File: src/rtl/renkon_ctrl_relu.sv
// renkon_ctrl_relu: sequencer for the renkon ReLU output stage.
// It accepts a start request and issues one source read per cycle for N
// pixels. A valid/index shift pipe lines up the ReLU out_en and the
// destination write with each read. A one-cycle ack follows the last write.
module renkon_ctrl_relu #(
  parameter int AWIDTH   = 12,
  parameter int RD_LAT   = 1,
  parameter int RELU_LAT = 2
) (
  input  logic              clk,
  input  logic              xrst,
  input  logic              req,
  input  logic [AWIDTH-1:0] total,
  input  logic [AWIDTH-1:0] src_base,
  input  logic [AWIDTH-1:0] dst_base,
  output logic              src_re,
  output logic [AWIDTH-1:0] src_addr,
  output logic              relu_oe,
  output logic              dst_we,
  output logic [AWIDTH-1:0] dst_addr,
  output logic              busy,
  output logic              ack
);

  // Pipe stage j holds the read issued j+1 cycles earlier. The last stage
  // feeds the write. The stage RELU_LAT-1 places before it feeds out_en.
  localparam int VDEPTH = RD_LAT + RELU_LAT - 1;
  localparam logic [AWIDTH-1:0] ONE  = {{(AWIDTH-1){1'b0}}, 1'b1};
  localparam logic [AWIDTH-1:0] ZERO = {AWIDTH{1'b0}};

  typedef enum logic [1:0] {
    IDLE  = 2'd0,
    RUN   = 2'd1,
    DRAIN = 2'd2,
    DONE  = 2'd3
  } state_t;

  state_t              state_q, state_d;
  logic [AWIDTH-1:0]   total_q, total_d;
  logic [AWIDTH-1:0]   dst_base_q, dst_base_d;
  logic [AWIDTH-1:0]   k_q, k_d;
  logic                src_re_q, src_re_d;
  logic [AWIDTH-1:0]   src_addr_q, src_addr_d;
  logic [VDEPTH-1:0]   vld_q, vld_d;
  logic [AWIDTH-1:0]   idx_q [VDEPTH];
  logic [AWIDTH-1:0]   idx_d [VDEPTH];
  logic                relu_oe_q, relu_oe_d;
  logic                dst_we_q, dst_we_d;
  logic [AWIDTH-1:0]   dst_addr_q, dst_addr_d;
  logic                busy_q, busy_d;
  logic                ack_q, ack_d;

  // Next-state logic for the FSM, the read issue and the alignment pipes.
  always_comb begin
    state_d    = state_q;
    total_d    = total_q;
    dst_base_d = dst_base_q;
    k_d        = k_q;
    src_re_d   = 1'b0;
    src_addr_d = src_addr_q;
    dst_addr_d = dst_addr_q;

    // Shift the valid/index pipes every cycle; idle cycles shift in zeros.
    vld_d    = {vld_q[VDEPTH-2:0], src_re_q};
    idx_d[0] = k_q;
    for (int i = 1; i < VDEPTH; i++) begin
      idx_d[i] = idx_q[i-1];
    end

    case (state_q)
      IDLE: begin
        if (req) begin
          total_d    = total;
          dst_base_d = dst_base;
          if (total != ZERO) begin
            state_d    = RUN;
            src_re_d   = 1'b1;
            src_addr_d = src_base;
            k_d        = ZERO;
          end else begin
            state_d = DONE;
          end
        end else begin
          state_d = IDLE;
        end
      end
      RUN: begin
        // The current cycle carries read k_q. Stop once pixel N-1 is out.
        if (k_q == (total_q - ONE)) begin
          state_d = DRAIN;
        end else begin
          src_re_d   = 1'b1;
          k_d        = k_q + ONE;
          src_addr_d = src_addr_q + ONE;
        end
      end
      DRAIN: begin
        // The last write is the one with nothing left behind it in the pipe.
        if (dst_we_q && (vld_q == {VDEPTH{1'b0}})) begin
          state_d = DONE;
        end else begin
          state_d = DRAIN;
        end
      end
      DONE: begin
        state_d = IDLE;
      end
      default: begin
        state_d = IDLE;
      end
    endcase

    relu_oe_d = vld_q[VDEPTH-RELU_LAT];
    dst_we_d  = vld_q[VDEPTH-1];
    if (vld_q[VDEPTH-1]) begin
      dst_addr_d = dst_base_q + idx_q[VDEPTH-1];
    end else begin
      dst_addr_d = dst_addr_q;
    end

    busy_d = (state_d != IDLE);
    ack_d  = (state_d == DONE);
  end

  // State and output registers with synchronous active-high reset.
  always_ff @(posedge clk) begin
    if (xrst) begin
      state_q    <= IDLE;
      total_q    <= ZERO;
      dst_base_q <= ZERO;
      k_q        <= ZERO;
      src_re_q   <= 1'b0;
      src_addr_q <= ZERO;
      vld_q      <= {VDEPTH{1'b0}};
      for (int i = 0; i < VDEPTH; i++) begin
        idx_q[i] <= ZERO;
      end
      relu_oe_q  <= 1'b0;
      dst_we_q   <= 1'b0;
      dst_addr_q <= ZERO;
      busy_q     <= 1'b0;
      ack_q      <= 1'b0;
    end else begin
      state_q    <= state_d;
      total_q    <= total_d;
      dst_base_q <= dst_base_d;
      k_q        <= k_d;
      src_re_q   <= src_re_d;
      src_addr_q <= src_addr_d;
      vld_q      <= vld_d;
      for (int i = 0; i < VDEPTH; i++) begin
        idx_q[i] <= idx_d[i];
      end
      relu_oe_q  <= relu_oe_d;
      dst_we_q   <= dst_we_d;
      dst_addr_q <= dst_addr_d;
      busy_q     <= busy_d;
      ack_q      <= ack_d;
    end
  end

  assign src_re   = src_re_q;
  assign src_addr = src_addr_q;
  assign relu_oe  = relu_oe_q;
  assign dst_we   = dst_we_q;
  assign dst_addr = dst_addr_q;
  assign busy     = busy_q;
  assign ack      = ack_q;

endmodule

File: config.mk
export PLATFORM = sky130hd
export DESIGN_NAME = renkon_ctrl_relu
export DESIGN_NICKNAME = d
export VERILOG_FILES = /design/src/rtl/renkon_ctrl_relu.sv
export SDC_FILE = /design/constraint.sdc
export NUM_CORES = 1
export LEC_CHECK = 0
export ABC_AREA = 1
export BUFFER_PORTS_ARGS = -buffer_cell sky130_fd_sc_hd__buf_2
export CAP_MARGIN = 20
export CORE_MARGIN = 2
export CORE_UTILIZATION = 55
export DETAILED_ROUTE_END_ITERATION = 10
export PLACE_DENSITY = 0.77
export SYNTH_ARGS = -nofsm -noshare
export SYNTH_HDL_FRONTEND = slang
export SYNTH_SLANG_ARGS = --single-unit
File: constraint.sdc
create_clock -name clk -period 2.43 [get_ports clk]
set_input_delay 0.243 -clock clk [delete_from_list [all_inputs] [get_ports clk]]
set_output_delay 0.243 -clock clk [all_outputs]
set_load 0.05 [all_outputs]
# Word level (Yosys, flattened, before mapping)
# Memory sizes are Yosys's and may differ from the RTL's.
# Cells that the tools add are included.
[word_totals]
reg_bits = 69
mem_bits_rw = 24
inputBits = 39
out_inout_bits = 29
wordCells = 57
memories = 1
[mem_list]
columns = ["name", "depth", "word_bits", "rd", "rd_clocked_by_memory_dff", "wr", "line_no", "text"]
rows = [
  ["idx_q", 2, 12, 2, 0, 2, "45", "logic [AWIDTH-1:0] idx_q [VDEPTH];"],
]
[classes]
addsub = 4
n_eq_ne = 8
n_mux = 22
bitwise = 2
n_reduce_logical = 8
[op_table]
columns = ["cell", "count"]
rows = [
  ["12-bit two-way mux", 8],
  ["12-bit case mux with 2 select lines", 2],
  ["12-bit by 1-bit adder with 12-bit output (second input constant)", 2],
  ["12-bit adder", 1],
  ["12-bit equality test", 1],
  ["12-bit nonzero test", 1],
  ["12-bit by 1-bit subtractor with 12-bit output (second input constant)", 1],
  ["2-bit case mux with 4 select lines", 1],
  ["1-bit two-way mux", 7],
  ["2-bit equality test (second input constant)", 3],
  ["2-bit two-way mux", 3],
  ["2-bit inequality test (second input constant)", 3],
  ["2-bit logical NOT", 2],
  ["4-bit AND reduction", 1],
  ["2-bit nonzero test", 2],
  ["2-bit by 1-bit equality test with 1-bit output (second input constant)", 1],
  ["1-bit OR", 2],
  ["1-bit case mux with 2 select lines", 1],
  ["2-bit AND reduction", 1],
  ["1-bit logical AND", 1],
]

# Depth between registers and ports, before layout
# Gate-level depths: netlist of the first run.
[depth]
depth_word = 5
ltp_mapped = 17
ltp_nobuf = 15

# Worst setup path after synthesis of the first run
# No wires, ideal clock.
[synth_path]
kind = "register -> register"
from = "register src_addr_q[0] (netlist: src_addr[0])"
to = "register src_addr_q[10] (netlist: src_addr[10])"
setup_ns = 0.072
arrival_ns = 1.806
required_ns = 2.358
slack_ns = 0.553
stages_incl_launch_ff = 10
path_buffers = 0
synth_period_minus_slack_ns = 1.877
cell_sequence = "dfxtp_1 -> ha_1 -> nand3_1 -> nor2_1 -> nand2_1 -> o21ai_0 -> nand2_1 -> o21ai_0 -> nand2_1 -> a21oi_1"
[synth_via]
elab_chain_cells = 3
[synth_rtl]
columns = ["element", "line_no", "text"]
rows = [
  ["start, declared", "43", "logic [AWIDTH-1:0] src_addr_q, src_addr_d;"],
  ["start signal, assigned", "149", "src_addr_q <= src_addr_d;"],
  ["12-bit by 1-bit adder with 12-bit output", "94", "src_addr_d = src_addr_q + ONE;"],
  ["12-bit two-way mux", "89", "if (k_q == (total_q - ONE)) begin"],
  ["12-bit case mux with 2 select lines", "70", "case (state_q)"],
]
# Every way passes these cells. The select of a mux whose other input is x is not followed.
# A chain may end at the register's enable or synchronous reset.

# Final worst setup path of the first run
[layout_path]
from = "register total_q[0]"
to = "register k_q[0]"
[layout_via]
elab_chain_cells = 4
[layout_rtl]
columns = ["element", "line_no", "text"]
rows = [
  ["start, declared", "39", "logic [AWIDTH-1:0] total_q, total_d;"],
  ["start signal, assigned", "145", "total_q <= total_d;"],
  ["12-bit by 1-bit subtractor with 12-bit output", "89", ""],
  ["12-bit equality test", "89", ""],
  ["2-bit inequality test (no line)", "--", ""],
  ["4-bit AND reduction (no line)", "--", ""],
  ["end signal, assigned", "147", "k_q <= k_d;"],
  ["end, declared", "41", "logic [AWIDTH-1:0] k_q, k_d;"],
]
# Every way passes these cells.

==> results_dict.tcl, run 1 <==
set metrics [dict create \
    p_leak_nw 2.48 \
    max_cap_violations 0 \
    worst_pin_slew_ns 0.785 \
    drt_iter0_drc 200 \
    synth_area_leaders "dfxtp_1 38%, nor2_1 9.8%, nand2_1 9.3%" \
    grt_max_degree 53 \
    numPortBuffers 67 \
    die_x_um 97.4 \
    finalCritPeriodShare_pct 83.7 \
    hold_class "input pin to flip-flop" \
    cts_buffers 9 \
    initial_core_util_pct 55.8 \
    cts_buffer_depth 2 \
    post-route-min-period_ns 2.03 \
    nets 790 \
    hp-start "dst_base[6]" \
    r2r_start "total_q[0]" \
    synth_cell_type_count 41 \
    overflow 0 \
    syn_nets 729 \
    cts_max_level 3 \
    hold_viol 0 \
    track_usage_pct 23.4 \
    worstSetupStartpoint "total_q[0]" \
    grt_pass1_wl_mm 18.6 \
    ioPinCount 68 \
    drive_above_1_share_pct 17.9 \
    cts_num_sinks 92 \
    critPathMaxFanout 31 \
    routed_wl_mm 10.5 \
    drc 0 \
    antenna_found_initial 0 \
    timing.hold.ws_ns 0.123 \
    core_um2 8590 \
    synth_edf_count 0 \
    skew_ns 0.0143 \
    seq_area_frac_synth_pct 38.4 \
    maxSlewViolCount 0 \
    cts.clk_slew.worst_paths_ns 0.10 \
    place_ws_ns 0.253 \
    die_y_um 97.4 \
    yosysMostFrequentCell "nor2_1" \
    relSlewSlack_pct 47.3 \
    criticalPathCategory "flip-flop to flip-flop" \
    std_cell_rows 34 \
    cts_tree "built" \
    worst_ir_drop_vdd_uv 406 \
    gp_congestion 0.940 \
    syn-cell-area_um2 4790 \
    setup_viol 0 \
    area_growth_pct 12.6 \
    dpl.hpwl_mm 7.80 \
    status "finished clean" \
    crit_arrival_ns 2.28 \
    routedWlPerCell_um 12.4 \
    critPathLaunchType "flip-flop" \
    antenna_cells 0 \
    synth_ff_type "dfxtp_1" \
    async_flop_share_pct 0 \
    layout_setup_ws_ns 0.397 \
    fillers 776 \
    dr_total_vias 4336 \
    synth.avg_cell_area_um2 7.10 \
    cts_hold_buffers 0 \
    grt_pass1_vias 4251 \
    finalSetupTns_ns 0 \
    synth_cells 675 \
    worst_setup_path_end_kind "flip-flop" \
    yosys_warnings 0 \
    powerDensity_nw_per_um2 644 \
    first_pass_iters 4 \
    clk_latency_ns 0.36 \
    yosys-top-cells-count "125 x nor2_1, 119 x nand2_1, 92 x dfxtp_1" \
    max_freq_mhz 492 \
    antenna_left 0 \
    synth_largest_area_cell "dfxtp_1" \
    rsz0062_at_grt "false" \
    ys_ff_latch 92 \
    synth_top_area_share_pct 38.4 \
    die_area_um2 9480 \
    clockRootBuffer "clkbuf_8" \
    worst_ep_required_time_ns 2.68 \
    vias_per_cell 5.11 \
]
-- per-stage QoR --
stage                     cell area, µm²  cells  power, mW  util, %
after floorplan                     4790    675       2.21        -
after global placement              5170    833       2.34     60.2
after detailed placement            5170    833       2.36     60.2
after CTS                           5390    849       3.50     62.7
after global routing                5400    849       3.65     62.8
final                               5400    849       3.48     62.8
-- final timing paths --
kind / to / slack, ns / depth (start not counted)
setup / recovery: k_q[0] / 0.40 / 14
hold / removal: dst_base_q[6] / 0.12 / 3
setup reg to reg: k_q[0] / 0.40 / 14
hold reg to reg: idx_q[0][13] / 0.40 / 2
-- flip-flops by register name, indices dropped and copies added (netlist names) --
name	count
k_q	12
vld_q	2
busy	1
ack	1
state_q	2
dst_we	1
idx_q	24
src_addr	12
dst_addr	12
total_q	12
dst_base_q	12
src_re	1
-- metal layers --
layer  track usage [%]  up-vias  wire length (µm)  part of all wire (%)
li1                  -     2255                 -                     -
met1              27.5     1990              4640                    44
met2              42.9       78              5370                    51
met3              2.88       13               347                   3.3
met4              9.83        0               184                   1.7
met5                 0        -                 0                     0
-- logic make-up (layout without fill, tap and decap cells) --
logic type                 count (synthesis)  after routing  share of synthesized area [%]
AOI/OAI and AO/OA                         95             95                           10.9
xor gates and xnor gates                  27             27                           4.93
adders and majority gates                 15             15                           4.07
buffers and inverters                    106            172                           9.63
DFF                                       92             92                           38.4
muxes                                      6              6                           1.25
and+or+nand+nor                          334            334                           30.8
-- critical path: stages (launching register included) --
cell and delay [ns]:
dfxtp_1 0.38, inv_2 0.08, ha_1 0.31, inv_1 0.06, nand2_1 0.04, nand2_1 0.06, nand3_1 0.09, nor2_2 0.10
nand2_1 0.06, nor2_2 0.12, nand3_2 0.09, nand2_2 0.10, nand2_4 0.20, o21ai_1 0.19, inv_1 0.05
-- cell type report --
cell class                      instances  area, µm²  share of cell area (%)
Timing Repair Buffer                   76        403                    7.47
Sequential cell                        92       1840                    34.1
Clock buffer                           10        128                    2.36
Inverter                               80        300                    5.56
Clock inverter                          6       93.8                    1.74
Tap cell                              108        135                    2.50
Multi-Input combinational cell        477       2490                    46.2
-- power by group --
part	internal (mW)	total, mW	switching [mW]	leakage, nW
Sequential	1.59	1.66	0.0718	0.752
Clock	0.590	1.15	0.562	0.107
Combinational	0.211	0.667	0.457	1.62
-- timing repair --
action / in CTS / in global routing
setup endpoints to repair: 0 / 8
gates resized for setup: 0 / 1
endpoints found under the hold margin: 0 / 0
setup buffers: 0 / 0
-- cell usage in the layout, fill, tap and decap left out, types with 5 or more instances in the layout --
master and instances:
a21oi_1 33, a21oi_2 8, buf_2 67, buf_4 9, clkbuf_8 9, dfxtp_1 92
ha_1 14, inv_1 72, inv_2 7, mux2i_1 6, nand2_1 119, nand3_1 41
nand3_2 9, nand4_1 5, nor2_1 125, nor2_2 7, nor3_1 11, o21ai_0 44
xnor2_1 7, xor2_1 20
Power figures use the tool's default switching activity.
==> inputs of run 2 (changes only) <==
CORE_UTILIZATION = 52   (was 55)
PLACE_DENSITY = 0.76   (was 0.77)
clock period = 1.65 ns   (was 2.43 ns; I/O delays follow)
==> run 2 against run 1 <==
  * The flow now finishes with violations (negative setup slack)
  * Via count up 8.3%
  * Non-clock buffer count up 61
  * Maximum frequency up 6.8%
  * Wire length up 18%
  * Sequential power up 48%
  * Hold slack worse by 0.073 ns
  * Clock-buffer cell count unchanged
  * Final cell count up 7.5%
  * Combinational power up 92%
  * Worst setup slack worse by 0.65 ns
  * Global-route usage up 1.1 points
  * Utilization up 6.4 points
==> results_dict.tcl, run 2 (same netlist as run 1, synthesis figures left out) <==
set metrics [dict create \
    antenna_cells 0 \
    routed_wl_mm 12.5 \
    worst_ir_drop_vdd_uv 356 \
    relSlewSlack_pct 68.8 \
    multi_input_area_um2 2880 \
    hold_viol 0 \
    p_leak_nw 2.87 \
    clockRootBuffer "clkbuf_8" \
    worst_setup_path_end_kind "flip-flop" \
    vias_per_cell 5.14 \
    powerDensity_nw_per_um2 825 \
    dr_total_vias 4694 \
    std_cell_rows 35 \
    area_growth_pct 31.6 \
    finalSetupTns_ns -6.06 \
    fin_cells 913 \
    post-route-min-period_ns 1.90 \
    drc 0 \
    criticalPathCategory "flip-flop to flip-flop" \
    grt_pass1_wl_mm 19.8 \
    final_common_cell "nor2_1" \
    worst_pin_slew_ns 0.463 \
    track_usage_pct 24.6 \
    r2r-end "src_addr[0]" \
    largest_reg_flops 24 \
    grt_max_degree 41 \
    critPathLaunchType "flip-flop" \
    skew_ns 0.0102 \
    worstPathCellList "inv_2 > ha_4 > nand3_4 > o21ai_2 > nand2_1 > nand2_1 > nand2_2 > nor2_4 > nand3_2 > nand2_4 > nand2_8 > clkbuf_16 > nand2_1 > a21oi_1" \
    first_pass_iters 5 \
    rsz0062_at_grt "true" \
    max_freq_mhz 525 \
    timing.hold.ws_ns 0.0495 \
    setup_viol 28 \
    crit_top_cell "nand2_1" \
    gp_congestion 0.900 \
    utilization_pct 69.2 \
    cts_max_level 3 \
    r2r_start "total_q[1]" \
    die_x_um 100 \
    place_inst 892 \
    endpoint "src_addr[0]" \
    cts_num_sinks 92 \
    grt_pass1_vias 4484 \
    overflow 0 \
    status "finished, violations left" \
    drt_iter0_drc 165 \
    antenna_left 0 \
    die_y_um 100 \
    numPortBuffers 67 \
    failed_checks "negative setup slack" \
    core_um2 9110 \
    critPathMaxFanout 13 \
    finalCritPeriodShare_pct 115 \
    ioPinCount 68 \
    die_area_um2 10000 \
    maxSlewViolCount 0 \
    layout_common_cells "116 x nor2_1, 105 x nand2_1, 70 x dfxtp_1, 67 x inv_1, 67 x buf_2" \
    dpl.hpwl_mm 8.98 \
    max_cap_violations 0 \
    cts_tree "built" \
    antenna_found_initial 0 \
    regArea_um2 1870 \
    cp_slowest_cell "dfxtp_2" \
    cts_buffers 9 \
    drive_above_1_share_pct 34.9 \
    ff2ff_path_depth 14 \
    cts_buffer_depth 2 \
    nets 851 \
    clk_latency_ns 0.37 \
    regMostFlops "idx_q" \
    worstSetupStartpoint "total_q[1]" \
    r2r_slack_ns -0.25 \
    crit_arrival_ns 2.17 \
    initial_core_util_pct 52.6 \
    max_stage_delay_ns 0.34 \
    fillers 756 \
    routedWlPerCell_um 13.7 \
    cts_hold_buffers 0 \
    worst_ep_required_time_ns 1.91 \
    layout_setup_ws_ns -0.254 \
    cts.clk_slew.worst_paths_ns 0.10 \
    hold_class "input pin to flip-flop" \
]
==> run 2: changes by cell type in the layout (fill, tap and decap cells not counted), sizes merged <==
| cell | change |
|---|---|
| buf | +59 |
| bufinv | -2 |
| clkbuf | +2 |
| inv | +2 |
| clkinv | -1 |
| clkinvlp | +1 |
==> run 2: timing repair <==
item                                    in CTS  in global routing
pin swaps                                    5                 24
endpoints found under the setup margin      36                 37
gates cloned                                 0                  2
buffers inserted                             2                  2
resized for setup                           39                 65
==> run 2: where the power goes <==
group,internal [mW],switching (mW),total [mW]
registers,2.34,0.113,2.46
logic,0.494,0.790,1.28
clock network,0.580,0.884,1.46
total,3.42,1.79,5.21
==> run 2: worst min-delay path by stage <==
stage / startpoint / endpoint / slack [ns] / cells after the start
after floorplan: dst_base[0] / dst_base_q[0] / 0.33 / 2
after global placement: idx_q[0][11] / idx_q[0][23] / 0.39 / 2
after detailed placement: idx_q[0][10] / idx_q[0][22] / 0.39 / 2
after CTS: dst_base[11] / dst_base_q[11] / 0.04 / 3
after global routing: dst_base[11] / dst_base_q[11] / 0.06 / 3
final: dst_base[11] / dst_base_q[11] / 0.05 / 3
==> run 2: cell type report <==
cell class	count	area share [%]
tap	111	2.20
inverter	80	4.84
multi-input combinational	477	45.6
timing repair buffer	137	14.7
clock buffer	10	2.02
clock inverter	6	0.873
sequential	92	29.7
==> run 2: per-stage QoR <==
step,total power [mW],worst slack [ns],area [µm²]
6_report,5.21,-0.254,6310
3_3_place_gp,3.59,-0.171,5650
3_5_place_dp,3.62,-0.218,5650
5_1_grt,5.45,-0.335,6310
2_1_floorplan,3.28,-0.0277,4830
4_1_cts,5.10,-0.204,6010
==> run 2: metal layers <==
metal	global-route usage [%]	vias up	share of wire, %
met5	0	-	0
met4	10.7	0	3.1
met3	2.65	30	3.1
met2	46.5	107	51
met1	27.8	2157	42
li1	-	2400	-
==> run 2: critical path: cells and delay by family (launching register included) <==
kind | cells | cell delay (ns)
AO/OA/AOI/OAI | 2 | 0.23
flip-flops | 1 | 0.34
AND/OR/NAND/NOR | 9 | 0.82
adder cells (fa/ha/maj) | 1 | 0.15
buffers and inverters | 2 | 0.26
